File: src/rtl/brq_lsu_resp.sv
// ---------------------------------------------------------------------------
// brq_lsu_resp -- data-side load/store engine
//
// Accepts one load/store at a time from ID/EX and runs a single
// request/grant/rvalid transaction on the data bus. Load data is aligned
// and extended. Exactly one response is reported per accepted request.
//
// Ports
//   clk_i, rst_i               clock, synchronous active-high reset
//   lsu_req_i .. lsu_wdata_i   request from ID/EX (sampled in IDLE only)
//   lsu_busy_o                 engine not idle
//   data_*                     data bus (req/gnt/rvalid handshake)
//   rf_wdata_lsu_o             aligned/extended load data
//   rf_we_lsu_o                load write-back enable
//   lsu_resp_valid_o           one-cycle response pulse
//   lsu_resp_err_o             response is an error
//   fp_load_o                  write-back targets the FP register file
// ---------------------------------------------------------------------------
module brq_lsu_resp #(
    parameter int unsigned TimeoutCycles = 0,
    parameter bit          CheckAlign    = 1'b1
) (
    input  logic        clk_i,
    input  logic        rst_i,
    input  logic        lsu_req_i,
    input  logic        lsu_we_i,
    input  logic [1:0]  lsu_type_i,
    input  logic        lsu_sign_ext_i,
    input  logic        lsu_fp_i,
    input  logic [31:0] lsu_addr_i,
    input  logic [31:0] lsu_wdata_i,
    output logic        lsu_busy_o,
    output logic        data_req_o,
    input  logic        data_gnt_i,
    input  logic        data_rvalid_i,
    input  logic        data_err_i,
    output logic [31:0] data_addr_o,
    output logic        data_we_o,
    output logic [3:0]  data_be_o,
    output logic [31:0] data_wdata_o,
    input  logic [31:0] data_rdata_i,
    output logic [31:0] rf_wdata_lsu_o,
    output logic        rf_we_lsu_o,
    output logic        lsu_resp_valid_o,
    output logic        lsu_resp_err_o,
    output logic        fp_load_o
);

    typedef enum logic [1:0] {
        IDLE        = 2'd0,
        WAIT_GNT    = 2'd1,
        WAIT_RVALID = 2'd2,
        ERR_RESP    = 2'd3
    } state_e;

    // Last WAIT_RVALID cycle index before a forced error response.
    localparam logic [31:0] TO_LAST = (TimeoutCycles == 32'd0) ? 32'd0 : (TimeoutCycles - 32'd1);

    state_e      state_q, state_d;
    logic        we_q, we_d;
    logic [1:0]  type_q, type_d;
    logic        sext_q, sext_d;
    logic        fp_q, fp_d;
    logic [1:0]  off_q, off_d;
    logic [29:0] addr_q, addr_d;
    logic [3:0]  be_q, be_d;
    logic [31:0] wdata_q, wdata_d;
    logic [31:0] cnt_q, cnt_d;

    logic        misaligned_s;
    logic [1:0]  off_s;
    logic        resp_valid_s;
    logic        resp_err_s;
    logic        rf_we_s;
    logic [7:0]  byte_s;
    logic [15:0] half_s;
    logic [31:0] load_s;

    // Alignment check and effective byte offset of the incoming request.
    always_comb begin
        misaligned_s = 1'b0;
        off_s        = lsu_addr_i[1:0];
        case (lsu_type_i)
            2'b10: begin
                misaligned_s = 1'b0;
                off_s        = lsu_addr_i[1:0];
            end
            2'b01: begin
                misaligned_s = lsu_addr_i[0];
                // With checking off, the low address bit is simply dropped.
                off_s        = {lsu_addr_i[1], 1'b0};
            end
            default: begin
                misaligned_s = (lsu_addr_i[1:0] != 2'b00);
                off_s        = 2'b00;
            end
        endcase
    end

    // Next-state, request capture and response generation.
    always_comb begin
        state_d      = state_q;
        we_d         = we_q;
        type_d       = type_q;
        sext_d       = sext_q;
        fp_d         = fp_q;
        off_d        = off_q;
        addr_d       = addr_q;
        be_d         = be_q;
        wdata_d      = wdata_q;
        cnt_d        = cnt_q;
        resp_valid_s = 1'b0;
        resp_err_s   = 1'b0;
        rf_we_s      = 1'b0;
        case (state_q)
            IDLE: begin
                if (lsu_req_i) begin
                    we_d   = lsu_we_i;
                    type_d = lsu_type_i;
                    sext_d = lsu_sign_ext_i;
                    fp_d   = lsu_fp_i;
                    off_d  = off_s;
                    addr_d = lsu_addr_i[31:2];
                    case (lsu_type_i)
                        2'b10: begin
                            be_d    = 4'b0001 << off_s;
                            wdata_d = {4{lsu_wdata_i[7:0]}};
                        end
                        2'b01: begin
                            be_d    = 4'b0011 << {off_s[1], 1'b0};
                            wdata_d = {2{lsu_wdata_i[15:0]}};
                        end
                        default: begin
                            be_d    = 4'b1111;
                            wdata_d = lsu_wdata_i;
                        end
                    endcase
                    if (CheckAlign && misaligned_s) begin
                        state_d = ERR_RESP;
                    end else begin
                        state_d = WAIT_GNT;
                    end
                end else begin
                    state_d = IDLE;
                end
            end
            WAIT_GNT: begin
                if (data_gnt_i) begin
                    state_d = WAIT_RVALID;
                    cnt_d   = 32'd0;
                end else begin
                    state_d = WAIT_GNT;
                end
            end
            WAIT_RVALID: begin
                // rvalid takes priority over a timeout in the same cycle.
                if (data_rvalid_i) begin
                    resp_valid_s = 1'b1;
                    resp_err_s   = data_err_i;
                    rf_we_s      = ~we_q & ~data_err_i;
                    state_d      = IDLE;
                end else if ((TimeoutCycles != 32'd0) && (cnt_q == TO_LAST)) begin
                    resp_valid_s = 1'b1;
                    resp_err_s   = 1'b1;
                    state_d      = IDLE;
                end else if (TimeoutCycles != 32'd0) begin
                    cnt_d = cnt_q + 32'd1;
                end else begin
                    cnt_d = cnt_q;
                end
            end
            ERR_RESP: begin
                resp_valid_s = 1'b1;
                resp_err_s   = 1'b1;
                state_d      = IDLE;
            end
            default: begin
                state_d = IDLE;
            end
        endcase
    end

    // State and request registers.
    always_ff @(posedge clk_i) begin
        if (rst_i) begin
            state_q <= IDLE;
            we_q    <= 1'b0;
            type_q  <= 2'b00;
            sext_q  <= 1'b0;
            fp_q    <= 1'b0;
            off_q   <= 2'b00;
            addr_q  <= 30'd0;
            be_q    <= 4'b0000;
            wdata_q <= 32'd0;
            cnt_q   <= 32'd0;
        end else begin
            state_q <= state_d;
            we_q    <= we_d;
            type_q  <= type_d;
            sext_q  <= sext_d;
            fp_q    <= fp_d;
            off_q   <= off_d;
            addr_q  <= addr_d;
            be_q    <= be_d;
            wdata_q <= wdata_d;
            cnt_q   <= cnt_d;
        end
    end

    // Load data alignment and extension, driven straight from the bus.
    always_comb begin
        case (off_q)
            2'b00:   byte_s = data_rdata_i[7:0];
            2'b01:   byte_s = data_rdata_i[15:8];
            2'b10:   byte_s = data_rdata_i[23:16];
            default: byte_s = data_rdata_i[31:24];
        endcase
        if (off_q[1]) begin
            half_s = data_rdata_i[31:16];
        end else begin
            half_s = data_rdata_i[15:0];
        end
        case (type_q)
            2'b10:   load_s = {{24{sext_q & byte_s[7]}}, byte_s};
            2'b01:   load_s = {{16{sext_q & half_s[15]}}, half_s};
            default: load_s = data_rdata_i;
        endcase
    end

    assign lsu_busy_o       = (state_q != IDLE);
    assign data_req_o       = (state_q == WAIT_GNT);
    assign data_addr_o      = {addr_q, 2'b00};
    assign data_we_o        = we_q;
    assign data_be_o        = be_q;
    assign data_wdata_o     = wdata_q;
    assign rf_wdata_lsu_o   = load_s;
    assign rf_we_lsu_o      = rf_we_s;
    assign lsu_resp_valid_o = resp_valid_s;
    assign lsu_resp_err_o   = resp_err_s;
    assign fp_load_o        = fp_q & rf_we_s;

endmodule

File: config.mk
export PLATFORM = sky130hd
export DESIGN_NAME = brq_lsu_resp
export DESIGN_NICKNAME = d
export VERILOG_FILES = /design/src/rtl/brq_lsu_resp.sv
export SDC_FILE = /design/constraint.sdc
export NUM_CORES = 1
export LEC_CHECK = 0
export BUFFER_PORTS_ARGS = -buffer_cell sky130_fd_sc_hd__buf_2
export CAP_MARGIN = 10
export CORE_ASPECT_RATIO = 1.4
export CORE_MARGIN = 3
export CORE_UTILIZATION = 48
export DETAILED_ROUTE_END_ITERATION = 8
export MAX_ROUTING_LAYER = met4
export PLACE_DENSITY = 0.87
export SETUP_SLACK_MARGIN = 0.1
export SYNTH_ARGS = -nofsm -noshare
export SYNTH_HDL_FRONTEND = slang
export SYNTH_SLANG_ARGS = --single-unit
File: constraint.sdc
create_clock -name clk_i -period 4.14 [get_ports clk_i]
set_input_delay 0.828 -clock clk_i [delete_from_list [all_inputs] [get_ports clk_i]]
set_output_delay 0.828 -clock clk_i [all_outputs]
set_load 0.1 [all_outputs]
* After elaboration in Yosys (flattened, before gate mapping)
Cells that the tools add are included.
** Storage, ports and cells
- Bits of input ports :: 107
- Register bits after elaboration :: 75
- Output and inout port bits :: 107
** Cells by class
- Bitwise operators :: 6
- Reductions and logical operators :: 5
- Equal/unequal tests :: 10
- Multiplexer cells :: 18
- Shift-type cells :: 2
** Operators by type and width (count)
- one-hot mux 32 bit (2 select lines) :: 2
- one-hot mux 8 bit (3 select lines) :: 1
- 2-to-1 mux 16 bit :: 1
- equality test 2 bit, second input constant :: 5
- equality test 2 x 1 -> 1 bit, second input constant :: 4
- 2-to-1 mux 2 bit :: 4
- one-hot mux 2 bit (4 select lines) :: 1
- one-hot mux 4 bit (2 select lines) :: 1
- one-hot mux 1 bit (2 select lines) :: 3
- AND 1 bit :: 4
- zero test 2 bit :: 2
- 2-to-1 mux 1 bit :: 4
- one-hot mux 2 bit (2 select lines) :: 1
- nonzero test 2 bit :: 2
- << shifter 1 x 2 -> 4 bit, first input constant :: 1
- << shifter 2 x 2 -> 4 bit, first input constant :: 1
- inequality test 2 bit, second input constant :: 1
- NOT 1 bit :: 2
- AND reduction 2 bit :: 1

* Depth between registers and ports, before layout
Gate-level depths: netlist of the first run.
- Depth in word-level cells :: 5
- Depth in mapped cells :: 8

* Least setup slack after synthesis of the first run
No wires, ideal clock.
- Path kind :: in2out
- Start point :: in data_err_i
- End point :: out fp_load_o
- Data arrival time :: 4.766 ns
- Setup slack :: -1.454 ns
- Path buffers :: 0
- Stages :: 2
- Cell sequence :: nor4_1 and2_1
** On the way
- Longest elaborated chain between the ends :: 5
** RTL lines
- from (decl) :: RTL line 36 : input logic data_err_i,
- NOT 1 bit :: RTL line 160 : rf_we_s = ~we_q & ~data_err_i;
- AND 1 bit :: RTL line 160
- 2-to-1 mux 1 bit :: RTL line 157 : if (data_rvalid_i) begin
- 2-to-1 mux 1 bit :: RTL line 115 : case (state_q)
- AND 1 bit :: RTL line 240 : assign fp_load_o = fp_q & rf_we_s;
- to (decl) :: RTL line 46 : output logic fp_load_o
Every way passes these cells.

* Worst setup path in the final report of the first run
- Start point :: reg type_q[0]
- End point :: out rf_wdata_lsu_o[16]
** On the way
- Longest elaborated chain between the ends :: 2
** RTL lines
- from (decl) :: RTL line 61 : logic [1:0] type_q, type_d;
- from (signal assigned) :: RTL line 199 : type_q <= type_d;
- equality test 2 x 1 -> 1 bit or equality test 2 bit (tied branches) :: RTL line 223 : case (type_q)
- one-hot mux 32 bit (2 select lines) * :: RTL line 223
- to (decl) :: RTL line 42 : output logic [31:0] rf_wdata_lsu_o,
Every way passes the cells marked *; elsewhere a longest branch is shown, timed or not.

==> out/qor.yml, run 1 <==
run_status:
  status: "complete, no violations"
drt:
  via_count: 4278
  drtIter0Drc: 269
  drtAntennaViolNets: 0
  routed_via_density: 5.48
  wirelength_um: 12400
  routed_wire_length_per_instance_um: 15.8
  dr.pass1.iters: 4
  drcViolationCount: 0
sta:
  rsz0062_at_grt: "false"
  finalCritPeriodShare_pct: 83.3
  maxSlewHeadroom_pct: 32.2
  tightest_slew_ns: 1.02
  clock.fmax_mhz: 290
  hold_slack_ns: 0.453
  fin_skew_ns: 0.00633
  report.final.setup_viol: 0
  worst_slack_ns: 0.690
  timing.final.hold_violations: 0
  tns_ns: 0
  slew_violations: 0
  post-route-min-period_ns: 3.45
yosys:
  ys_types: 36
  synth-seq-cells: 75
  seq_area_frac_synth_pct: 40.6
  synth_ff_type: "dfxtp_1"
  ys_warn_count: 0
  yosysTopAreaCellShare_pct: 40.6
  synth_area_leader_cell: "dfxtp_1"
  synth_area_leaders: "dfxtp_1 41%, nand2_1 13%, a21oi_1 12%, a221oi_1 3.8%, a22oi_1 3.0%"
  synth-edff-count: 0
  synthArstFlopShare_pct: 0
  synth_area_um2: 3700
  syn_avg_cell_area_um2: 7.50
  syn-instance-count: 493
power_and_ir_drop:
  power_mw: 2.72
  power.share.switching_pct: 51.1
  p_per_area_nw_per_um2: 552
  comb_power_share_pct: 48.2
  p_sw_mw: 1.39
  clkPwrFrac_pct: 21.6
  p_int_mw: 1.33
  p_leak_nw: 2.35
  ir_worst_vdd_mv: 0.408
  p_seq_share_pct: 30.1
layout:
  layout.nets: 788
  drive_gt1_share_pct: 36.2
  area_delta_synth_final_pct: 33.1
  layout_common_cells: "211 x buf_2, 132 x nand2_1, 88 x a21oi_1"
  layout_commonest_cell: "buf_2"
global_route:
  grt_max_degree: 58
  gr-total-overflow: 0
  antenna_found_initial: 1
  grt_first_pass_wirelength_um: 18500
  grt_usage_pct: 27.8
  grt_pass1_vias: 3873
hold_path:
  hp-class: "register to register"
  worstHoldStart: "addr_q[1]"
worst_setup_path:
  critPathTopFamily: "adder cells"
  cp_num_buf_inv: 2
  r2r_start: "state_q[0]"
  critPathMaxStageDelay_ns: 0.60
  critical_path_required_ns: 3.31
  critPathMaxFanout: 28
  startpoint: "type_q[0]"
  crit_path_end_kind: "output port"
  slowest_stage: "ha_1"
  worstSetupPathType: "register to output port"
  start_kind: "register"
  arrival_ns: 2.62
  path_cells: "inv_1, ha_1, nand2b_1, a21oi_1, buf_2"
cts:
  cts_tree: "yes"
  cts_made_buffers: 9
  clkTransAtPathRegs_ns: 0.07
  htree_num_levels: 3
  cts_max_path_buffers: 2
  ctsResizeCount: 0
  cts_setup_buffers: 0
  root_buffer: "clkbuf_8"
  cts_hold_buf: 0
  clock_sinks: 75
  clk_latency_ns: 0.34
floorplan:
  initial_utilization_pct: 49.9
  die_h_um: 110
  core_um2: 7410
  num_rows: 37
  die_w_um: 80.2
  fp.dieArea_um2: 8810
  io_pins: 214
placement:
  io_buffers: 211
  dp_hpwl_um: 9200
  pre_cts_slack_ns: 0.986
  routabilityCongestion: 0.868
flow_run:
  cap_violations: 0
registers in the layout (all words and copies together), names as in the netlist:
register	flops
off_q	2
data_wdata_o	32
fp_q	1
state_q	2
addr_q	30
data_be_o	4
sext_q	1
type_q	2
data_we_o	1
Yosys cell counts, types with 2 or more instances:
| cell type | instances |
|---|---|
| nand3_1 | 2 |
| nand2b_1 | 2 |
| buf_6 | 4 |
| a21oi_1 | 88 |
| nor3_1 | 20 |
| a21o_1 | 2 |
| o21ai_0 | 9 |
| clkbuf_1 | 19 |
| mux2i_1 | 3 |
| a22oi_1 | 15 |
| o21a_1 | 3 |
| nand2_1 | 132 |
| buf_2 | 12 |
| inv_1 | 8 |
| nor2b_1 | 11 |
| mux2_2 | 8 |
| dfxtp_1 | 75 |
| o2bb2ai_1 | 7 |
| and2_1 | 2 |
| buf_1 | 5 |
| buf_4 | 4 |
| a221oi_1 | 16 |
| ha_1 | 4 |
| a21boi_0 | 4 |
| or2_2 | 2 |
| nor2_1 | 26 |
power groups by stage:
stage | combinational (mW) | sequential (mW) | clock (mW)
after detailed placement | 1.31 | 0.835 | 0
after floorplan | 0.692 | 1.23 | 0
final | 1.31 | 0.819 | 0.587
after global placement | 1.29 | 0.832 | 0
after CTS | 1.31 | 0.819 | 0.601
after global routing | 1.36 | 0.828 | 0.633
final timing paths:
check                            end  slack [ns]  depth (start not counted)
setup / recovery  rf_wdata_lsu_o[16]        0.69                          5
hold / removal             addr_q[1]        0.45                          2
setup reg to reg    data_wdata_o[19]        2.02                          4
hold reg to reg            addr_q[1]        0.45                          2
per-layer routing:
metal | track usage (%) | share of wire [%] | routed length, µm | vias to the layer above
li1 | - | - | - | 2053
met1 | 29.7 | 37 | 4580 | 1934
met2 | 47.2 | 50 | 6120 | 247
met3 | 6.23 | 9.0 | 1110 | 44
met4 | 15.6 | 4.5 | 553 | 0
met5 | - | 0 | 0 | -
logic make-up (layout without fill, tap and decap cells):
group           count (synthesis)  in the layout  synth area share, %
mux                            11             11                 3.25
fa+ha+maj                       4              4                 1.35
flops                          75             75                 40.6
simple gates                  201            201                 22.8
other cells                     1              3                0.101
buf+inv                        52            240                 6.90
compound gates                149            149                 25.0
through the flow:
stage	cells	area, µm²	util (%)
3_3_place_gp	763	4710	63.5
6_report	780	4920	66.5
2_1_floorplan	494	3720	-
3_5_place_dp	763	4710	63.5
5_1_grt	780	4920	66.5
4_1_cts	779	4920	66.4
worst register-to-register path: cells and delay by family, from the launching register on:
| kind | cells | cell delay (ns) |
|---|---|---|
| simple gates | 2 | 0.85 |
| buf+inv | 1 | 0.39 |
| compound gates | 1 | 0.33 |
| flops | 1 | 0.40 |
area by class of cell:
cell class / instances / area, µm²
repair buffers: 216 / 1090
inverters: 8 / 30.0
diodes: 1 / 2.50
clock buffers: 12 / 165
multi-input cells: 367 / 1960
well taps: 97 / 121
flip-flops and latches: 75 / 1500
fillers: 659 / 2480
clock inverters: 4 / 47.5
Note: power is estimated with default switching activity, not from simulation.
==> run 2: changes to the inputs <==
- CORE_UTILIZATION: 48 -> 44
- PLACE_DENSITY: 0.87 -> 0.8
- clock period: 4.14 -> 3.5 ns (I/O delays scaled with it)
==> run 2 against run 1 <==
  * Global-route usage shrank 1.6 points
  * Critical path depth decreased by 1
  * Clock power up 24%
  * Utilization fell by 4.2 points
==> out/qor.yml, run 2 (synthesis gave the netlist of run 1 again) <==
cts:
  cts_made_buffers: 9  # unchanged
  cts_max_path_buffers: 2  # unchanged
  clock_sinks: 75  # unchanged
  htree_num_levels: 3  # unchanged
  cts_tree: "yes"
  clkTransAtPathRegs_ns: 0.07  # about the same
  root_buffer: "clkbuf_8"
  cts_hold_buf: 0  # unchanged
  ctsResizeCount: 0  # unchanged
  cts_setup_buffers: 0  # unchanged
  clk_latency_ns: 0.34  # about the same
worst_setup_path:
  critPathMaxFanout: 16  # -43%
  worstSetupPathType: "register to output port"
  start_kind: "register"
  arrival_ns: 2.47  # -0.15 ns
  critical_path_required_ns: 2.80  # -0.51 ns
  crit_path_end_kind: "output port"
sta:
  clock.fmax_mhz: 315
  post-route-min-period_ns: 3.17
  finalCritPeriodShare_pct: 90.6
  tns_ns: 0  # unchanged
  slew_violations: 0  # unchanged
  maxSlewHeadroom_pct: 41.0  # +8.8 points
  timing.final.hold_violations: 0  # unchanged
  tightest_slew_ns: 0.885  # -0.132 ns
  fin_skew_ns: 0.00517  # -0.00117 ns
  rsz0062_at_grt: "false"
  report.final.setup_viol: 0  # unchanged
  worst_slack_ns: 0.330  # -0.360 ns
global_route:
  grt_usage_pct: 26.2  # -1.6 points
  grt_max_degree: 56  # -3.4%
  grt_first_pass_wirelength_um: 19900  # +7.5%
  grt_pass1_vias: 4011  # +3.6%
  gr-total-overflow: 0  # unchanged
  antenna_found_initial: 1  # unchanged
drt:
  routed_via_density: 5.40  # -1.5%
  via_count: 4236  # -0.98%
  routed_wire_length_per_instance_um: 15.9  # +0.38%
  wirelength_um: 12500  # +0.90%
  drtAntennaViolNets: 0  # unchanged
  drcViolationCount: 0  # unchanged
  drtIter0Drc: 253  # -5.9%
  dr.pass1.iters: 5  # +1
power_and_ir_drop:
  p_per_area_nw_per_um2: 657  # +19%
  p_leak_nw: 2.36  # +0.29%
  power_mw: 3.25  # +19%
  ir_worst_vdd_mv: 0.431  # +5.5%
floorplan:
  core_um2: 7940  # +7.2%
  num_rows: 38  # +2.7%
  io_pins: 214  # unchanged
  initial_utilization_pct: 46.6  # -3.4 points
  die_w_um: 83.5  # +4.1%
  fp.dieArea_um2: 9560  # +8.5%
  die_h_um: 114  # +4.2%
layout:
  area_delta_synth_final_pct: 33.6
  stdcell_area_um2: 4940  # +0.36%
  fillers: 731  # +11%
  layout_common_cells: "211 x buf_2, 132 x nand2_1, 88 x a21oi_1"
  layout_commonest_cell: "buf_2"
  layout.nets: 789  # +0.13%
  drive_gt1_share_pct: 36.0  # -0.20 points
  largest_reg_flops: 32  # unchanged
placement:
  pre_cts_slack_ns: 0.653  # -0.333 ns
  routabilityCongestion: 0.941  # +8.4%
  io_buffers: 211  # unchanged
  place_area_um2: 4720  # +0.24%
  dp_hpwl_um: 9540  # +3.7%
run_status:
  status: "complete, no violations"
hold_path:
  hp-class: "register to register"
flow_run:
  cap_violations: 0  # unchanged
==> run 2: critical path, cell delays in order (launching register included) <==
cell and delay (ns):
dfxtp_1 0.67, mux2_2 0.44, a211oi_4 0.61, a21oi_1 0.09, buf_2 0.33
==> run 2: layout make-up <==
| class | count | area, µm² | share of cell area, % |
|---|---|---|---|
| diodes | 1 | 2.50 | 0.0507 |
| clock buffers | 12 | 145 | 2.94 |
| clock inverters | 4 | 73.8 | 1.49 |
| inverters | 8 | 30.0 | 0.608 |
| multi-input cells | 367 | 1960 | 39.7 |
| flip-flops and latches | 75 | 1500 | 30.4 |
| well taps | 100 | 125 | 2.53 |
| repair buffers | 217 | 1100 | 22.3 |
==> run 2: path summary, 6_finish.rpt <==
path,end,start,cells after the start,slack (ns)
worst max register to register,off_q[1],state_q[0],5,1.44
worst min register to register,addr_q[3],addr_q[3],2,0.45
worst min-delay path,addr_q[3],addr_q[3],2,0.45
worst max-delay path,rf_wdata_lsu_o[23],off_q[1],4,0.33
==> run 2: metal layers <==
metal	vias up	share of wire, %	track usage [%]
met5	-	0	-
met4	0	3.0	9.87
met3	31	9.2	6.91
met2	239	52	45.5
met1	1907	36	28.9
li1	2059	-	-
==> run 2: per-stage QoR <==
step / util, % / std cells / hold WS, ns
final: 62.2 / 784 / 0.454
after global routing: 62.2 / 784 / 0.470
after global placement: 59.4 / 767 / 0.439
after detailed placement: 59.4 / 767 / 0.446
after floorplan: - / 494 / 0.432
after CTS: 62.2 / 783 / 0.456
==> run 2: where the power goes <==
part           leakage (nW)  internal (mW)  switching (mW)
Sequential            0.616          0.926          0.0420
Clock                 0.111          0.422           0.306
Combinational          1.63          0.261            1.29
==> run 3: changes to the inputs <==
- CTS_CLUSTER_DIAMETER: not set -> 200
- GPL_TIMING_DRIVEN: not set -> 0
- clock period: 3.5 -> 3.4 ns (I/O delays scaled with it)
==> run 3 against run 2 <==
  * Final cell count is 4.5% higher
  * Worst setup slack got worse by 0.035 ns
  * Register-to-register slack gained 0.35 ns
  * Total power is 1.6% higher
  * Wire length up 8.8%
  * Design area is 3.5% higher
  * Combinational power rose by 6%
  * Critical path depth rose by 3
  * Clock power down 11%
  * Global-route usage up 1.8 points
  * Flip-flop and latch count unchanged
==> out/qor.yml, run 3 (synthesis gave the netlist of run 1 again) <==
run_status:
  status: "complete, no violations"
layout:
  regArea_um2: 1500  # unchanged
  drive_gt1_share_pct: 37.3  # +1.3 points
  layout_commonest_cell: "buf_2"
  multiInputGateArea_um2: 1990  # +1.7%
  layout_common_cells: "222 x buf_2, 132 x nand2_1, 80 x a21oi_1"
  layout.nets: 826  # +4.7%
  diodes: 0  # -1
  fillers: 758  # +3.7%
  area_delta_synth_final_pct: 38.2
  stdcell_area_um2: 5110  # +3.5%
  largest_reg_flops: 32  # unchanged
cts:
  root_buffer: "clkbuf_8"
  cts_hold_buf: 0  # unchanged
  cts_tree: "yes"
  clock_sinks: 75  # unchanged
  cts_max_path_buffers: 2  # unchanged
  clkTransAtPathRegs_ns: 0.07  # about the same
  cts_made_buffers: 9  # unchanged
  htree_num_levels: 3  # unchanged
  cts_setup_buffers: 0  # unchanged
  clk_latency_ns: 0.35  # about the same
placement:
  io_buffers: 210  # -0.47%
  routabilityCongestion: 0.947  # +0.60%
  dp_hpwl_um: 10800  # +14%
  place_area_um2: 4920  # +4.3%
  pre_cts_slack_ns: 0.523  # -0.130 ns
floorplan:
  fp.dieArea_um2: 9560  # unchanged
  io_pins: 214  # unchanged
  die_w_um: 83.5  # unchanged
  die_h_um: 114  # unchanged
  initial_utilization_pct: 46.6  # unchanged
  num_rows: 38  # unchanged
  core_um2: 7940  # unchanged
power_and_ir_drop:
  p_per_area_nw_per_um2: 645  # -1.8%
  p_int_mw: 1.58  # -1.8%
  ir_worst_vdd_mv: 0.531  # +23%
  p_leak_nw: 2.44  # +3.3%
  p_seq_share_pct: 30.1  # +0.3 points
  clkPwrFrac_pct: 19.7  # -2.7 points
  comb_power_share_pct: 50.1  # +2.4 points
  power.share.switching_pct: 52.1  # +1.6 points
  p_sw_mw: 1.72  # +4.9%
sta:
  post-route-min-period_ns: 3.11
  rsz0062_at_grt: "false"
  timing.final.hold_violations: 0  # unchanged
  tightest_slew_ns: 0.652  # -0.233 ns
  slew_violations: 0  # unchanged
  worst_slack_ns: 0.295  # -0.0354 ns
  tns_ns: 0  # unchanged
  clock.fmax_mhz: 322
  maxSlewHeadroom_pct: 56.4  # +15 points
  finalCritPeriodShare_pct: 91.3
  report.final.setup_viol: 0  # unchanged
  fin_skew_ns: 0.00306  # -0.00210 ns
drt:
  wirelength_um: 13600  # +8.8%
  routed_via_density: 5.44  # +0.61%
  drtAntennaViolNets: 0  # unchanged
  drcViolationCount: 0  # unchanged
  via_count: 4452  # +5.1%
  routed_wire_length_per_instance_um: 16.6  # +4.1%
  drtIter0Drc: 235  # -7.1%
  dr.pass1.iters: 5  # unchanged
worst_setup_path:
  start_kind: "register"
  critical_path_required_ns: 2.72  # -0.08 ns
  critPathMaxFanout: 10  # -6
  critPathMaxStageDelay_ns: 0.48  # -0.19 ns
  slowest_stage: "clkbuf_1"
  cp_common_cell: "buf_2"
  critPathTopFamily: "buffers and inverters"
  cp_num_buf_inv: 4  # +3
  arrival_ns: 2.43  # -0.04 ns
  path_cells: "inv_1, ha_1, buf_2, clkbuf_1, nand2_1, a21oi_1, buf_2"
  worstSetupPathType: "register to output port"
  crit_path_end_kind: "output port"
global_route:
  grt_first_pass_wirelength_um: 20800  # +4.5%
  grt_usage_pct: 28.0  # +1.8 points
  grt_max_degree: 13  # -77%
  antenna_found_initial: 0  # -1
  gr-total-overflow: 0  # unchanged
  grt_pass1_vias: 4279  # +6.7%
hold_path:
  hp-class: "register to register"
flow_run:
  cap_violations: 0  # unchanged
[run 3: cell count changes in the layout (fill, tap and decap cells not counted), moves of 2 or more]
cell	previous run	this run
a21oi_2	0	8
buf_4	6	4
buf_1	0	5
clkbuf_1	2	19
a21oi_1	88	80
buf_2	211	222
clkinvlp_4	0	2
buf_6	0	4
[run 3: worst paths after layout]
check	startpoint	endpoint	slack [ns]	cells after the start
worst min register to register	data_wdata_o[24]	data_wdata_o[24]	0.45	2
worst min-delay path	data_wdata_o[24]	data_wdata_o[24]	0.45	2
worst max register to register	state_q[0]	data_wdata_o[20]	1.79	6
worst max-delay path	type_q[0]	rf_wdata_lsu_o[17]	0.29	7
[run 3: power groups by stage]
| stage | Sequential, mW | Combinational [mW] | Clock [mW] |
|---|---|---|---|
| global route | 1.00 | 1.72 | 0.686 |
| global placement | 1.01 | 1.64 | 0 |
| floorplan | 1.50 | 0.852 | 0 |
| CTS | 0.994 | 1.65 | 0.664 |
| finish | 0.994 | 1.65 | 0.651 |
| detailed placement | 1.01 | 1.65 | 0 |
[run 3: timing repair]
item                       4_1_cts  5_1_grt
hold endpoints to repair         0        0
gates resized for setup          0        3
setup endpoints to repair        0       17
[run 3: metrics by stage]
stage,cells,util [%],hold WS [ns],total power [mW]
6_report,819,64.4,0.454,3.30
5_1_grt,819,64.4,0.477,3.41
4_1_cts,819,64.3,0.454,3.31
3_5_place_dp,804,62.0,0.443,2.66
3_3_place_gp,804,62.0,0.440,2.65
2_1_floorplan,494,-,0.432,2.35
[run 3: final cells by class]
class | count | area share, %
clock buffer | 10 | 2.50
tap | 100 | 2.45
multi-input combinational | 367 | 39.0
clock inverter | 5 | 1.08
timing repair buffer | 210 | 20.6
buffer | 44 | 4.43
sequential | 75 | 29.4
inverter | 8 | 0.588
[run 3: worst register-to-register path, stage by stage, from the launching register on]
cell and delay, ns:
dfxtp_1 0.31, buf_6 0.13, or3b_1 0.36, buf_6 0.15
buf_6 0.14, a221oi_1 0.29, nor3_1 0.09
[run 3: per-layer routing]
metal / track usage (%) / share of wire, % / vias to the layer above
li1: - / - / 2133
met1: 28.1 / 37 / 2020
met2: 50.3 / 51 / 255
met3: 6.41 / 8.0 / 44
met4: 15.6 / 3.9 / 0
met5: - / 0 / -
